### src/rtl/division_if.sv
// Bundle between control unit and divider: start request, operands,
// state report and HI/LO results (divZero with DIVISION_DIV_ZERO_TRAP_EN).
interface division_if #(
    parameter int WIDTH = 32
);
    logic             enable;
    logic             isSigned;
    logic [WIDTH-1:0] A;
    logic [WIDTH-1:0] B;
    logic [1:0]       stateOut;
    logic [WIDTH-1:0] HI;
    logic [WIDTH-1:0] LO;
`ifdef DIVISION_DIV_ZERO_TRAP_EN
    logic             divZero;

    modport master (
        output enable, isSigned, A, B,
        input  stateOut, HI, LO, divZero
    );
    modport slave (
        input  enable, isSigned, A, B,
        output stateOut, HI, LO, divZero
    );
`else
    modport master (
        output enable, isSigned, A, B,
        input  stateOut, HI, LO
    );
    modport slave (
        input  enable, isSigned, A, B,
        output stateOut, HI, LO
    );
`endif
endinterface

### src/rtl/division.sv
// Iterative restoring divider for DIV/DIVU: quotient -> LO, remainder -> HI.
// Ports: clock, reset (sync, active-low), bus (division_if.slave):
//   enable/isSigned/A/B in; stateOut/HI/LO out.
// Macro DIVISION_DIV_ZERO_TRAP_EN: adds divZero and skips DIVIDE when B==0.
module division #(
    parameter int WIDTH = 32
) (
    input logic       clock,
    input logic       reset,
    division_if.slave bus
);
    localparam int CW = $clog2(WIDTH) + 1;

    localparam logic [1:0] START  = 2'd0;
    localparam logic [1:0] DIVIDE = 2'd1;
    localparam logic [1:0] WRITE  = 2'd2;
    localparam logic [1:0] DONE   = 2'd3;

    logic [1:0]       state_q, state_d;
    logic [WIDTH:0]   rem_q, rem_d;
    logic [WIDTH-1:0] quo_q, quo_d;
    logic [WIDTH-1:0] dvs_q, dvs_d;
    logic [CW-1:0]    cnt_q, cnt_d;
    logic             negq_q, negq_d;
    logic             negr_q, negr_d;
    logic [WIDTH-1:0] hi_q, hi_d;
    logic [WIDTH-1:0] lo_q, lo_d;
`ifdef DIVISION_DIV_ZERO_TRAP_EN
    logic             dz_q, dz_d;
`endif

    // quo_q starts out holding the dividend; its MSB shifts into the
    // partial remainder while quotient bits fill in from the bottom.
    logic [WIDTH:0]   shifted;
    logic [WIDTH:0]   trial;
    logic [WIDTH-1:0] rem_lo;

    assign shifted = {rem_q[WIDTH-1:0], quo_q[WIDTH-1]};
    assign trial   = shifted - {1'b0, dvs_q};
    assign rem_lo  = rem_q[WIDTH-1:0];

    always_comb begin
        state_d = state_q;
        rem_d   = rem_q;
        quo_d   = quo_q;
        dvs_d   = dvs_q;
        cnt_d   = cnt_q;
        negq_d  = negq_q;
        negr_d  = negr_q;
        hi_d    = hi_q;
        lo_d    = lo_q;
`ifdef DIVISION_DIV_ZERO_TRAP_EN
        dz_d    = 1'b0;
`endif
        unique case (state_q)
            START: begin
                if (bus.enable) begin
                    if (bus.isSigned) begin
                        quo_d  = bus.A[WIDTH-1] ? -bus.A : bus.A;
                        dvs_d  = bus.B[WIDTH-1] ? -bus.B : bus.B;
                        negq_d = bus.A[WIDTH-1] ^ bus.B[WIDTH-1];
                        negr_d = bus.A[WIDTH-1];
                    end else begin
                        quo_d  = bus.A;
                        dvs_d  = bus.B;
                        negq_d = 1'b0;
                        negr_d = 1'b0;
                    end
                    rem_d   = '0;
                    cnt_d   = '0;
                    state_d = DIVIDE;
`ifdef DIVISION_DIV_ZERO_TRAP_EN
                    if (bus.B == '0) begin
                        state_d = DONE;
                        dz_d    = 1'b1;
                    end
`endif
                end
            end
            DIVIDE: begin
                // Trial MSB clear means the divisor fits.
                if (!trial[WIDTH]) begin
                    rem_d = trial;
                    quo_d = {quo_q[WIDTH-2:0], 1'b1};
                end else begin
                    rem_d = shifted;
                    quo_d = {quo_q[WIDTH-2:0], 1'b0};
                end
                cnt_d = cnt_q + CW'(1);
                if (cnt_q == CW'(WIDTH - 1)) begin
                    state_d = WRITE;
                end
            end
            WRITE: begin
                lo_d    = negq_q ? -quo_q : quo_q;
                hi_d    = negr_q ? -rem_lo : rem_lo;
                state_d = DONE;
            end
            DONE: begin
                rem_d   = '0;
                quo_d   = '0;
                dvs_d   = '0;
                cnt_d   = '0;
                negq_d  = 1'b0;
                negr_d  = 1'b0;
                state_d = START;
            end
            default: begin
                state_d = START;
            end
        endcase
    end

    always_ff @(posedge clock) begin
        if (!reset) begin
            state_q <= START;
            rem_q   <= '0;
            quo_q   <= '0;
            dvs_q   <= '0;
            cnt_q   <= '0;
            negq_q  <= 1'b0;
            negr_q  <= 1'b0;
            hi_q    <= '0;
            lo_q    <= '0;
`ifdef DIVISION_DIV_ZERO_TRAP_EN
            dz_q    <= 1'b0;
`endif
        end else begin
            state_q <= state_d;
            rem_q   <= rem_d;
            quo_q   <= quo_d;
            dvs_q   <= dvs_d;
            cnt_q   <= cnt_d;
            negq_q  <= negq_d;
            negr_q  <= negr_d;
            hi_q    <= hi_d;
            lo_q    <= lo_d;
`ifdef DIVISION_DIV_ZERO_TRAP_EN
            dz_q    <= dz_d;
`endif
        end
    end

    assign bus.stateOut = state_q;
    assign bus.HI       = hi_q;
    assign bus.LO       = lo_q;
`ifdef DIVISION_DIV_ZERO_TRAP_EN
    assign bus.divZero  = dz_q;
`endif
endmodule

### src/flat_wrapper.sv
// flat-port wrapper written by rule: the top's interface ports become plain ports
module division_flat 
#(
    parameter int WIDTH = 32
)
  (clock, reset, bus_enable, bus_isSigned, bus_A, bus_B, bus_stateOut, bus_HI, bus_LO);
  division_if #(.WIDTH(WIDTH)) bus_i ();
  input logic clock;
  input logic reset;
  input wire logic [$bits(bus_i.enable)-1:0] bus_enable;
  input wire logic [$bits(bus_i.isSigned)-1:0] bus_isSigned;
  input wire logic [$bits(bus_i.A)-1:0] bus_A;
  input wire logic [$bits(bus_i.B)-1:0] bus_B;
  output wire logic [$bits(bus_i.stateOut)-1:0] bus_stateOut;
  output wire logic [$bits(bus_i.HI)-1:0] bus_HI;
  output wire logic [$bits(bus_i.LO)-1:0] bus_LO;
  assign bus_i.enable = bus_enable;
  assign bus_i.isSigned = bus_isSigned;
  assign bus_i.A = bus_A;
  assign bus_i.B = bus_B;
  assign bus_stateOut = bus_i.stateOut;
  assign bus_HI = bus_i.HI;
  assign bus_LO = bus_i.LO;
  division #(.WIDTH(WIDTH)) u_core (.clock(clock), .reset(reset), .bus(bus_i));
endmodule
### config.mk
export PLATFORM = sky130hd
export DESIGN_NAME = division_flat
export DESIGN_NICKNAME = d
export VERILOG_FILES = /design/src/rtl/division_if.sv /design/src/rtl/division.sv /design/src/flat_wrapper.sv
export SDC_FILE = /design/constraint.sdc
export NUM_CORES = 1
export LEC_CHECK = 0
export CORE_MARGIN = 5
export CORE_UTILIZATION = 61
export DETAILED_ROUTE_END_ITERATION = 8
export PLACE_DENSITY = 0.86
export SLEW_MARGIN = 25
export SYNTH_ARGS = -nofsm -noshare
export SYNTH_HDL_FRONTEND = slang
export SYNTH_SLANG_ARGS = --single-unit
### constraint.sdc
create_clock -name clock -period 8.5 [get_ports clock]
set_input_delay 2.125 -clock clock [delete_from_list [all_inputs] [get_ports clock]]
set_output_delay 2.125 -clock clock [all_outputs]
set_load 0.02 [all_outputs]
Yosys cells after proc, flatten, opt, wreduce, memory -nomap -nowiden
Index checks and enable logic that the tools add are counted.
W data, S select, Z words.

cells by class
  add/sub/neg operators = 6
  equal/unequal tests = 6
  mux-type cells = 25
  bitwise operators = 1
  reduce and logical (&&, ||, !) cells = 6

operators by type and width
  kind                   count
  $mux W32               10
  $pmux W32 S3           2
  $neg A32 Y32           4
  $pmux W32 S2           1
  $sub A33 B32 Y33       1
  $pmux W6 S3            1
  $pmux W2 S4            1
  $add A6 B1 Y6 const B  1
  $eq A6 B5 Y1 const B   1
  $mux W6                1
  $reduce_and A2 Y1      3
  $mux W1                5
  $eq A2 B2 Y1 const B   2
  $mux W2                2
  $pmux W1 S2            2
  $reduce_bool A3 Y1     1
  $eq A2 B1 Y1 const B   1
  $logic_not A2 Y1       1
  $ne A2 B1 Y1 const B   1
  $ne A2 B2 Y1 const B   1
  $reduce_bool A2 Y1     1
  $xor A1 B1 Y1          1

storage, ports and cells
  register bits = 170
  output and inout port bits = 66

Longest topological paths before layout
  depth in word-level cells = 5
  mapped depth = 14

Worst setup path after synthesis
No wires, ideal clock.

  path kind = in2reg
  start = in bus_A[10]
  end = reg u_core.quo_q[26]
  setup time = 0.115 ns
  arrival = 4.316 ns
  slack = 4.069 ns
  stages on the path = 8
  path buffers = 0
  cells stage by stage = or4_1 -> or3_1 -> nor4_1 -> nor3b_1 -> a21oi_1 -> xnor2_1 -> o22ai_1 -> and2_1

on the way
  longest elaborated chain between the ends = 5

ends and longest elaborated chain
  element               line                RTL
  start, declared       flat_wrapper.sv:12  input wire logic [$bits(bus_i.A)-1:0] bus_A;
  $neg A32 Y32          division.sv:59      quo_d = bus.A[WIDTH-1] ? -bus.A : bus.A;
  $mux W32              division.sv:59
  $mux W32              division.sv:58      if (bus.isSigned) begin
  $mux W32              division.sv:57      if (bus.enable) begin
  $pmux W32 S3          division.sv:55      unique case (state_q)
  end signal, assigned  division.sv:131     quo_q <= quo_d;
  end, declared         division.sv:21      logic [WIDTH-1:0] quo_q, quo_d;

Every way passes these cells. The select of a mux whose other input is x is not followed.
A chain may end at the register's enable or synchronous reset.

Final worst setup path
  start = in bus_A[8]
  end = reg u_core.quo_q[24]

The elaborated chain is that of the path after synthesis.

==> flow_metrics.py <==
metrics = {
    "drt": {
        "num_vias": 10700,
        "finalWirelength_um": 31700,
        "drt_drc_violations_left": 0,
        "initialDrtViolationCount": 1033,
        "wl_per_cell_um": 19.1,
        "ant_nets": 0,
        "length_of_the_first_detailed_routing_pass_in_iterations": 5,
        "detail_route.vias_per_cell": 6.41,
    },
    "clock_network": {
        "tritoncts_num_sinks": 170,
        "clock_slew_at_reported_path_ffs_ps": 70,
        "cts.repair.resized": 0,
        "clk-insertion-delay-late_ps": 430,
        "clk_path_buf_depth": 2,
        "post_cts_buffers": 0,
        "cts_tree": "done",
        "cts_inserted_buffers": 17,
        "cts.hold.buffers_added": 0,
        "ctsRootBufferMaster": "sky130_fd_sc_hd__clkbuf_16",
        "htreeDepth": 4,
    },
    "critical_path": {
        "critical_path_cell_by_cell": "clkdlybuf4s50_1, or4_1, or3_1, nor4_1, nor3b_1, a21oi_1, xnor2_1, o22ai_1, and2_1",
        "crit_path_leading_delay_family": "simple AND/OR/NAND/NOR gates",
        "worst-path-stages": 9,
        "timing.critical_path.slowest_stage_cell": "sky130_fd_sc_hd__or4_1",
        "startpoint_type": "input port",
        "arrival_time_at_the_worst_endpoint_ps": 5420,
        "critPathMaxStageDelay_ps": 600,
        "r2r_cells": 11,
        "critical_path_required_ps": 8820,
        "end_kind": "flip-flop",
        "critPathKind": "input port to flip-flop",
        "critPathMaxFanout": 4,
        "critical_path_buf_inv_count": 1,
    },
    "logic_synthesis": {
        "synth.lib_cells_used.distinct": 62,
        "synthesis.instances": 1350,
        "asyncSetResetFlopFracSynth_pct": 0,
        "dominantRegCellSynth": "sky130_fd_sc_hd__dfxtp_1",
        "synthesis.area_um2": 10900,
        "synth-edff-count": 0,
        "syn-mean-instance-area_um2": 8.07,
        "yosys_register_bits": 170,
        "mappedNetlistNets": 1460,
        "ys_warn_count": 0,
        "synth-seq-area-share_pct": 31.2,
    },
    "grt": {
        "grt.overflow.total": 0,
        "antenna_found_initial": 0,
        "grt_pass1_wl_um": 50800,
        "grt_use_total_pct": 30.5,
        "largest_net_degree_at_the_start_of_global_routing": 111,
        "grt_pass1_vias": 9943,
    },
    "timing": {
        "clock.fmax_mhz": 196,
        "finalSetupViolations": 0,
        "hold_ws_ps": 462,
        "max-slew-margin-rel_pct": 39.3,
        "worst_slew_pin_slew_ps": 909,
        "timing_hold_violations_final": 0,
        "final-max-slew-violation-count": 0,
        "fin_setup_tns_ps": 0,
        "fin_crit_sh_pct": 60.0,
        "rsz0062_at_grt": "false",
        "min_period_ps": 5100,
        "clock_skew_ps": 8.63,
    },
    "power_and_ir_drop": {
        "vdd_ir_drop_max_v": 0.000333,
        "cellPowerDensity_nw_per_um2": 337,
        "power.static_leakage_nw": 5.06,
    },
    "die": {
        "die_width_um": 144,
        "initial_core_util_pct": 62.6,
        "core.rowCount": 48,
        "floorplan.die_area_um2": 20600,
        "ios": 134,
        "area_of_the_core_um2": 17400,
        "die_h_um": 144,
    },
    "cells_and_area": {
        "mostFrequentLayoutCells": "169 x sky130_fd_sc_hd__dfxtp_1, 132 x sky130_fd_sc_hd__clkdlybuf4s50_1, 123 x sky130_fd_sc_hd__nand2_1",
        "final-instance-count-excl-fill": 1666,
        "leading_cell_type_in_the_layout_fill_and_taps_excluded": "sky130_fd_sc_hd__dfxtp_1",
        "antennaDiodeCount": 0,
        "synthToLayoutAreaGrowth_pct": 18.3,
        "fillerInstances": 1329,
        "drive_gt1_share_pct": 4.02,
        "final_util_pct": 74.0,
        "nets": 1538,
    },
    "worst_hold_path": {
        "worstHoldPathCells": 2,
        "holdCritPathClass": "flip-flop to flip-flop",
    },
    "run": {
        "maxCapViolCount": 0,
    },
    "run_status": {
        "outcome": "complete, no violations",
    },
    "placed_design": {
        "globalplace.congestion": 0.936,
        "numPlacedInstances": 1634,
        "io_buffers": 133,
        "post-dp-hpwl_um": 23200,
    },
}
-- cell families after synthesis --
logic type      after synthesis  synth area share, %
mux                          26                 2.40
fa+ha+maj                    42                 4.89
xor+xnor                    146                 11.7
buf+inv                     138                 4.79
compound gates              411                 25.4
flops                       170                 31.2
simple gates                417                 19.6
-- worst register-to-register path, cell delays in order (launching register included) --
cell and delay (ps):
sky130_fd_sc_hd__dfxtp_1 340, sky130_fd_sc_hd__inv_1 80, sky130_fd_sc_hd__ha_1 210, sky130_fd_sc_hd__fa_1 390, sky130_fd_sc_hd__nor2b_1 240, sky130_fd_sc_hd__o31ai_1 170
sky130_fd_sc_hd__a211oi_1 560, sky130_fd_sc_hd__o31a_1 290, sky130_fd_sc_hd__mux2_2 470, sky130_fd_sc_hd__or2_1 530, sky130_fd_sc_hd__or4_1 600, sky130_fd_sc_hd__nand3_1 70
-- sequential cells by signal, summed over array words and instances (netlist names) --
name and count:
u_core.quo_q 32, u_core.bus.HI 32, u_core.cnt_q 6, u_core.dvs_q 32
u_core.negr_q 1, u_core.bus.stateOut 2, u_core.rem_q 32, u_core.bus.LO 32
u_core.negq_q 1
-- cell type report --
cell class	count	area, um^2	area share (%)
clock buffer	20	447	3.46
multi-input combinational	1042	7000	54.3
clock inverter	12	165	1.28
timing repair buffer	140	1390	10.7
sequential	170	3400	26.4
tap	225	282	2.18
inverter	57	214	1.66
-- final timing paths --
kind,startpoint,to,slack (ps)
setup / recovery,bus_A[8],u_core.quo_q[24],3400
setup reg to reg,u_core.quo_q[31],u_core.rem_q[19],4490
hold reg to reg,u_core.dvs_q[30],u_core.dvs_q[30],460
hold / removal,u_core.dvs_q[30],u_core.dvs_q[30],460
-- where the power goes --
| group | leakage [nW] | switching (mW) | internal (mW) |
|---|---|---|---|
| Sequential | 1.39 | 0.274 | 1.02 |
| Clock | 0.281 | 0.332 | 0.474 |
| Combinational | 3.39 | 1.31 | 0.933 |
| Total | 5.06 | 1.91 | 2.43 |
-- through the flow --
| step | power, mW | worst slack [ps] | instance area, um^2 |
|---|---|---|---|
| 6_report | 4.34 | 3400 | 12900 |
| 5_1_grt | 4.59 | 3320 | 12900 |
| 4_1_cts | 4.29 | 3460 | 12900 |
| 3_5_place_dp | 3.47 | 3170 | 12300 |
| 3_3_place_gp | 3.41 | 3300 | 12300 |
| 2_1_floorplan | 2.80 | 4070 | 10900 |
-- per-layer routing --
layer	share of wire, %	GRT usage, %	up-vias	wire [um]
met2	45	47.3	575	14400
met1	42	42.0	4999	13400
met4	3.2	10.9	0	1010
met5	0	0	-	0
li1	-	-	5029	-
met3	9.1	6.42	79	2890
-- synth_stat cells (all sizes together) (3+ instances only) --
library cell | count | area, um^2
o21a | 10 | 75.1
o21ai | 108 | 541
o41ai | 15 | 131
xor2 | 73 | 639
ha | 41 | 513
a22o | 3 | 26.3
inv | 57 | 214
nand4 | 9 | 56.3
nand2b | 12 | 75.1
or4 | 22 | 184
a21oi | 84 | 420
nor2 | 84 | 318
o211ai | 5 | 37.5
o31ai | 27 | 226
nand3 | 13 | 65.1
mux2i | 25 | 250
a2111oi | 3 | 26.3
and3 | 5 | 31.3
a21o | 6 | 45.0
or2 | 5 | 31.3
or3 | 12 | 75.1
clkbuf | 71 | 267
nor2b | 41 | 257
o31a | 5 | 43.8
a31oi | 8 | 50.1
a211oi | 8 | 60.1
and4 | 3 | 26.3
dfxtp | 170 | 3400
and2 | 39 | 244
buf | 10 | 41.3
a22oi | 23 | 173
nor3 | 21 | 110
xnor2 | 73 | 639
nor3b | 3 | 22.5
o211a | 46 | 460
a21boi | 3 | 22.5
nand3b | 12 | 90.1
a32oi | 15 | 131
nand2 | 123 | 462
nor4 | 12 | 75.1
o22ai | 29 | 181
Note: power is estimated with default switching activity, not from simulation.
